<file path="src/rtl/fetch_sequencer_pkg.sv">
// ---------------------------------------------------------------------------
// fetch_sequencer_pkg
// Shared definitions for the instruction fetch sequencer, the PC register and
// the instruction memory: default bus widths, the latency counter width and
// the fetch FSM state encoding.
// ---------------------------------------------------------------------------
package fetch_sequencer_pkg;

    // Default widths shared with the PC register and instruction memory.
    localparam int ADDR_W_DEF  = 10;
    localparam int INSTR_W_DEF = 8;

    // Wide enough for the largest legal memory latency (7).
    localparam int LAT_CNT_W   = 3;

    typedef enum logic [2:0] {
        IDLE  = 3'd0,
        LOAD  = 3'd1,
        ADDR  = 3'd2,
        WAIT  = 3'd3,
        ISSUE = 3'd4,
        JUMP  = 3'd5,
        HALT  = 3'd6
    } fetch_state_e;

endpackage

</file>
<file path="src/rtl/fetch_sequencer_lat_counter.sv">
// ---------------------------------------------------------------------------
// fetch_lat_counter
// Down-counter that times the instruction-memory read latency.
//   clk, rst : clock, asynchronous active-high reset
//   start    : one-cycle pulse, loads IMEM_LAT (the cycle before the strobe)
//   done     : count has reached zero; read data is valid this cycle when the
//              fetcher is waiting on memory
// IMEM_LAT must lie in 1..7.
// ---------------------------------------------------------------------------
module fetch_lat_counter
    import fetch_sequencer_pkg::*;
#(
    parameter int IMEM_LAT = 2
) (
    input  logic clk,
    input  logic rst,
    input  logic start,
    output logic done
);

    logic [LAT_CNT_W-1:0] cnt_q;
    logic [LAT_CNT_W-1:0] cnt_d;

    // The counter is loaded on the edge that issues the read strobe, so the
    // strobe cycle sees IMEM_LAT and the data-valid cycle sees zero.
    always_comb begin
        cnt_d = cnt_q;
        if (start) begin
            cnt_d = LAT_CNT_W'(IMEM_LAT);
        end else if (cnt_q != '0) begin
            cnt_d = cnt_q - 1'b1;
        end
    end

    always_ff @(posedge clk or posedge rst) begin
        if (rst) begin
            cnt_q <= '0;
        end else begin
            cnt_q <= cnt_d;
        end
    end

    assign done = (cnt_q == '0);

endmodule

</file>
<file path="src/rtl/fetch_sequencer.sv">
// ---------------------------------------------------------------------------
// fetch_sequencer
// Instruction fetch sequencer: controls the PC register, reads one word per PC
// value from instruction memory and hands it to the control unit.
//
// Ports:
//   clk, reset          : clock, asynchronous active-high reset
//   run                 : start pulse, honoured in IDLE or HALT only
//   pc_rdirect          : PC direct-read value
//   pc_overflow         : PC wrapped from all-ones to zero
//   pc_rin/pc_en_write  : PC load value / load enable (pc_rin is 0 when idle)
//   pc_en_read          : PC shared-bus read enable, always 0
//   pc_en_direct_read   : PC direct-read enable
//   pc_inc              : PC increment request
//   imem_addr/rd_en     : memory address and one-cycle read strobe
//   imem_data           : memory data, valid IMEM_LAT cycles after the strobe
//   ir_out/ir_valid     : fetched word and its valid flag
//   cu_ready            : control unit accepts ir_out
//   jump_req/target     : redirect on acceptance
//   halt_req            : stop after acceptance
//   halted              : high in HALT
//   wrap_flag           : sticky PC-overflow status, cleared by reset or run
//   dbg_state           : current FSM state
//
// Handshake: a word is transferred in every cycle where ir_valid and cu_ready
// are both high; ir_valid and ir_out hold steady until that cycle, and
// jump_req/halt_req are only looked at in that cycle.
//
// Optional build macro FETCH_WRAP_HALT_EN: once the PC has wrapped, the
// fetcher halts instead of fetching from the wrapped address.
//
// All PC controls are registered; the PC register acts on the negedge of the
// same cycle, so pc_rdirect already reflects a load/increment by the end of
// the cycle that requested it.
// ---------------------------------------------------------------------------
module fetch_sequencer
    import fetch_sequencer_pkg::*;
#(
    parameter int                ADDR_W     = ADDR_W_DEF,
    parameter int                INSTR_W    = INSTR_W_DEF,
    parameter int                IMEM_LAT   = 2,
    parameter logic [ADDR_W-1:0] START_ADDR = '0
) (
    input  logic               clk,
    input  logic               reset,
    input  logic               run,
    input  logic [ADDR_W-1:0]  pc_rdirect,
    input  logic               pc_overflow,
    output logic [ADDR_W-1:0]  pc_rin,
    output logic               pc_en_write,
    output logic               pc_en_read,
    output logic               pc_en_direct_read,
    output logic               pc_inc,
    output logic [ADDR_W-1:0]  imem_addr,
    output logic               imem_rd_en,
    input  logic [INSTR_W-1:0] imem_data,
    output logic [INSTR_W-1:0] ir_out,
    output logic               ir_valid,
    input  logic               cu_ready,
    input  logic               jump_req,
    input  logic [ADDR_W-1:0]  jump_target,
    input  logic               halt_req,
    output logic               halted,
    output logic               wrap_flag,
    output fetch_state_e       dbg_state
);

    fetch_state_e        state_q, state_d;
    logic [ADDR_W-1:0]   pc_rin_q, pc_rin_d;
    logic                pc_en_write_q, pc_en_write_d;
    logic                pc_en_direct_read_q, pc_en_direct_read_d;
    logic                pc_inc_q, pc_inc_d;
    logic [ADDR_W-1:0]   imem_addr_q, imem_addr_d;
    logic                imem_rd_en_q, imem_rd_en_d;
    logic [INSTR_W-1:0]  ir_out_q, ir_out_d;
    logic                ir_valid_q, ir_valid_d;
    logic                halted_q, halted_d;
    logic                wrap_flag_q, wrap_flag_d;
    logic                halt_pend_q, halt_pend_d;
    logic                lat_start;
    logic                lat_done;
    logic                wrap_stop;

`ifdef FETCH_WRAP_HALT_EN
    // pc_overflow is included so the increment that wraps the PC is caught in
    // the same ADDR cycle, before a read of address 0 is issued.
    assign wrap_stop = wrap_flag_q | pc_overflow;
`else
    assign wrap_stop = 1'b0;
`endif

    fetch_lat_counter #(
        .IMEM_LAT (IMEM_LAT)
    ) u_lat_counter (
        .clk   (clk),
        .rst   (reset),
        .start (lat_start),
        .done  (lat_done)
    );

    always_comb begin
        state_d     = state_q;
        imem_addr_d = imem_addr_q;
        ir_out_d    = ir_out_q;
        halt_pend_d = halt_pend_q;
        wrap_flag_d = wrap_flag_q | pc_overflow;
        lat_start   = 1'b0;

        case (state_q)
            IDLE, HALT: begin
                if (run) begin
                    state_d     = LOAD;
                    wrap_flag_d = 1'b0;
                end
            end
            LOAD: begin
                state_d = ADDR;
            end
            ADDR: begin
                if (wrap_stop) begin
                    state_d = HALT;
                end else begin
                    state_d     = WAIT;
                    imem_addr_d = pc_rdirect;
                    lat_start   = 1'b1;
                end
            end
            WAIT: begin
                if (lat_done) begin
                    ir_out_d = imem_data;
                    state_d  = ISSUE;
                end
            end
            ISSUE: begin
                if (cu_ready) begin
                    if (jump_req) begin
                        // The jump load always happens; a concurrent halt is
                        // remembered and taken after JUMP.
                        state_d     = JUMP;
                        halt_pend_d = halt_req;
                    end else if (halt_req || wrap_stop) begin
                        // No increment on a halt: the next run reloads the PC.
                        state_d = HALT;
                    end else begin
                        state_d = ADDR;
                    end
                end
            end
            JUMP: begin
                state_d     = halt_pend_q ? HALT : ADDR;
                halt_pend_d = 1'b0;
            end
            default: begin
                state_d = IDLE;
            end
        endcase

        // Registered outputs are decoded from the state being entered, so
        // each control is high for exactly the cycle its state occupies.
        pc_en_write_d       = (state_d == LOAD) || (state_d == JUMP);
        pc_rin_d            = '0;
        if (state_d == LOAD) begin
            pc_rin_d = START_ADDR;
        end else if (state_d == JUMP) begin
            pc_rin_d = jump_target;
        end
        // The increment shares the following ADDR cycle: the PC steps on the
        // negedge and the new value is captured into imem_addr at cycle end.
        pc_inc_d            = (state_q == ISSUE) && (state_d == ADDR);
        pc_en_direct_read_d = (state_d == ADDR);
        imem_rd_en_d        = lat_start;
        ir_valid_d          = (state_d == ISSUE);
        halted_d            = (state_d == HALT);
    end

    always_ff @(posedge clk or posedge reset) begin
        if (reset) begin
            state_q             <= IDLE;
            pc_rin_q            <= '0;
            pc_en_write_q       <= 1'b0;
            pc_en_direct_read_q <= 1'b0;
            pc_inc_q            <= 1'b0;
            imem_addr_q         <= '0;
            imem_rd_en_q        <= 1'b0;
            ir_out_q            <= '0;
            ir_valid_q          <= 1'b0;
            halted_q            <= 1'b0;
            wrap_flag_q         <= 1'b0;
            halt_pend_q         <= 1'b0;
        end else begin
            state_q             <= state_d;
            pc_rin_q            <= pc_rin_d;
            pc_en_write_q       <= pc_en_write_d;
            pc_en_direct_read_q <= pc_en_direct_read_d;
            pc_inc_q            <= pc_inc_d;
            imem_addr_q         <= imem_addr_d;
            imem_rd_en_q        <= imem_rd_en_d;
            ir_out_q            <= ir_out_d;
            ir_valid_q          <= ir_valid_d;
            halted_q            <= halted_d;
            wrap_flag_q         <= wrap_flag_d;
            halt_pend_q         <= halt_pend_d;
        end
    end

    assign pc_rin            = pc_rin_q;
    assign pc_en_write       = pc_en_write_q;
    assign pc_en_read        = 1'b0;
    assign pc_en_direct_read = pc_en_direct_read_q;
    assign pc_inc            = pc_inc_q;
    assign imem_addr         = imem_addr_q;
    assign imem_rd_en        = imem_rd_en_q;
    assign ir_out            = ir_out_q;
    assign ir_valid          = ir_valid_q;
    assign halted            = halted_q;
    assign wrap_flag         = wrap_flag_q;
    assign dbg_state         = state_q;

endmodule
</file>
<file path="config.mk">
export PLATFORM = sky130hd
export DESIGN_NAME = fetch_sequencer
export DESIGN_NICKNAME = d
export VERILOG_FILES = /design/src/rtl/fetch_sequencer_pkg.sv /design/src/rtl/fetch_sequencer_lat_counter.sv /design/src/rtl/fetch_sequencer.sv
export SDC_FILE = /design/constraint.sdc
export NUM_CORES = 1
export LEC_CHECK = 0
export ABC_AREA = 1
export CAP_MARGIN = 0
export CELL_PAD_IN_SITES_DETAIL_PLACEMENT = 0
export CELL_PAD_IN_SITES_GLOBAL_PLACEMENT = 2
export CORE_MARGIN = 4
export CORE_UTILIZATION = 21
export CTS_CLUSTER_DIAMETER = 30
export CTS_CLUSTER_SIZE = 8
export DETAILED_ROUTE_END_ITERATION = 16
export GPL_ROUTABILITY_DRIVEN = 0
export MAX_ROUTING_LAYER = met4
export PLACE_DENSITY_LB_ADDON = 0.1
export SKIP_CTS_REPAIR_TIMING = 1
export SYNTH_ARGS = -nofsm -noshare
export SYNTH_HDL_FRONTEND = slang
export SYNTH_SLANG_ARGS = --single-unit
</file>
<file path="constraint.sdc">
create_clock -name clk -period 1.4 [get_ports clk]
set_clock_uncertainty 0.1 [all_clocks]
set_input_delay 0.42 -clock clk [delete_from_list [all_inputs] [get_ports clk]]
set_output_delay 0.42 -clock clk [all_outputs]
set_load 0.01 [all_outputs]
</file>
==> impl_metrics.ini <==
[power_and_ir_drop]
p_leak_nw = 1.88
powerDensity_nw_per_um2 = 1850
power.total_w = 0.00552
ir_drop_v = 0.000768

[logic_synthesis]
synth_cells = 196
syn_area_per_cell_sq_um = 8.81
synth_seq_cells = 42
syn_nets = 233
yosysWarnings = 0
synth_cell_types = 20
netlist_area_sq_um = 1730
yosysSeqAreaShare_pct = 60.9

[clocking]
cts_root_buf = clkbuf_8
cts_sinks = 42
cts_tree = yes
clk_pin_slew_worst_paths_ns = 0.08
cts.htree.levels = 2
cts-buffers-inserted = 5
cts_buffer_depth = 2
clk_latency_ns = 0.29

[placed_design]
portBuffers = 72
place_area_sq_um = 2710
dp_hpwl_microns = 3530

[floorplan]
core_sq_um = 7850
rows = 32
die_h_microns = 98.7
start_util_pct = 22.0
io_pins = 74
die_area_sq_um = 9740
die_w_microns = 98.7

[sta]
finalCritPeriodShare_pct = 98.0
grt_setup_unrepaired = true
layout_min_cycle_time_ns = 1.37
max_freq_mhz = 729
setup_viol = 0
drv_slew = 0
fin_setup_tns_ns = 0
hold_viol = 0

[critical_path]
crit_family = flip-flops
endpoint_kind = output port
crit_type = reg2out
critical_path.max_fanout = 2
startpoint_type = flip-flop
crit_buf_inv = 1
worstPathArrival_ns = 0.85
path_cells = dlymetal6s2s_1
cpMaxStageDelayCell = dfrtp_1
crit_path_max_incr_delay_ns = 0.39
crit_required_ns = 0.88

[global_routing]
grt_usage_pct = 9.78
first_global_vias = 1516
grt.overflow.total = 0
grt_max_degree = 26
antenna_found_initial = 0
grt_pass1_wl_microns = 7360

[drt]
antenna_left = 0
routed-via-count = 1545
drt_wl_total_microns = 4650
routedWlPerCell_microns = 11.7
routed_via_density = 3.89
drt_iter0_markers = 22
drc = 0
drt_pass1_iterations = 4

[final_layout]
area_growth_pct = 72.3
drive_gt1_share_pct = 25.8
layout_common_cells = nand2_1, dfrtp_1, clkdlybuf4s50_1
multi_input_area_sq_um = 609
final_common_cell = nand2_1
diodes = 0
fillerInstances = 822
fin_nets = 331
seqCellArea_sq_um = 1050
final_area_sq_um = 2980

[run_status]
status = finished, final reports clean

[min_path]
min_path_type = reg2reg

[run]
drv_cap = 0
per-stage QoR:
| step | hold slack, ns | std cells | utilization, % | setup WS (ns) |
|---|---|---|---|---|
| detailed placement | 0.361 | 381 | 34.6 | -0.340 |
| floorplan | 0.312 | 196 | - | 0.0203 |
| finish | 0.369 | 397 | 37.9 | 0.0279 |
| CTS | 0.382 | 389 | 35.8 | -0.349 |
| global route | 0.400 | 397 | 37.9 | -0.0576 |
| global placement | 0.359 | 381 | 34.6 | -0.333 |
routing by layer:
metal	GRT usage (%)	part of all wire [%]	vias to the layer above
met4	2.84	0.95	0
met3	3.68	7.1	7
li1	-	-	782
met2	15.0	45	51
met1	12.1	47	705
met5	-	0	-
report_power, final:
part / total [W] / switching (W) / internal, W
combinational: 0.00286 / 0.00146 / 0.00140
clock: 0.000812 / 0.000415 / 0.000397
sequential: 0.00184 / 0.000201 / 0.00164
worst paths after layout:
check / start / end / slack (ns) / cells after the start
worst max-delay path: ir_out[3]$_DFFE_PP0P_ / ir_out[3] / 0.03 / 1
worst min-delay path: ir_out[6]$_DFFE_PP0P_ / ir_out[6]$_DFFE_PP0P_ / 0.37 / 2
worst max register to register: dbg_state[1]$_DFF_PP0_ / halted$_DFF_PP0_ / 0.06 / 8
worst min register to register: ir_out[6]$_DFFE_PP0P_ / ir_out[6]$_DFFE_PP0P_ / 0.37 / 2
max in group asynchronous: reset / ir_out[6]$_DFFE_PP0P_ / 0.61 / 3
min in group asynchronous: reset / imem_addr[8]$_DFFE_PP0P_ / 0.41 / 3
cell families after synthesis:
family	count (synthesis)	share of synthesized area [%]
and+or+nand+nor	111	27.2
DFF	42	60.9
buffers and inverters	33	7.90
AOI/OAI and AO/OA	6	1.81
adders and majority gates	2	1.45
xor gates and xnor gates	1	0.507
other	1	0.217
cells in the mapped netlist:
master / instances / area (sq um)
inv_2: 3 / 11.3
nand2_1: 66 / 248
ha_1: 2 / 25.0
buf_2: 4 / 20.0
nand3_1: 12 / 60.1
nor2_4: 1 / 11.3
nand2_4: 1 / 11.3
dfrtp_1: 42 / 1050
xnor2_1: 1 / 8.76
o21ai_0: 3 / 15.0
inv_1: 24 / 90.1
nand3_2: 1 / 10.0
nor2_1: 23 / 86.3
nand4_1: 1 / 6.26
a31oi_1: 1 / 6.26
conb_1: 1 / 3.75
buf_4: 2 / 15.0
a21oi_1: 2 / 10.0
nor2_2: 3 / 18.8
nand2_2: 3 / 18.8
registers in the layout, summed over array words and instances (netlist names):
name,count
halted,1
ir_valid,1
wrap_flag,1
u_lat_counter.cnt_q,3
dbg_state,3
imem_rd_en,1
pc_en_direct_read,1
pc_en_write,1
ir_out,8
pc_rin,10
imem_addr,10
pc_inc,1
halt_pend_q,1
area by class of cell:
class / instances / area share, %
Clock inverter: 2 / 0.421
Timing Repair Buffer: 97 / 32.9
Sequential cell: 42 / 35.3
Clock buffer: 6 / 2.78
Multi-Input combinational cell: 121 / 20.5
Inverter: 27 / 3.78
Tap cell: 102 / 4.29
Power figures use the tool's default switching activity.
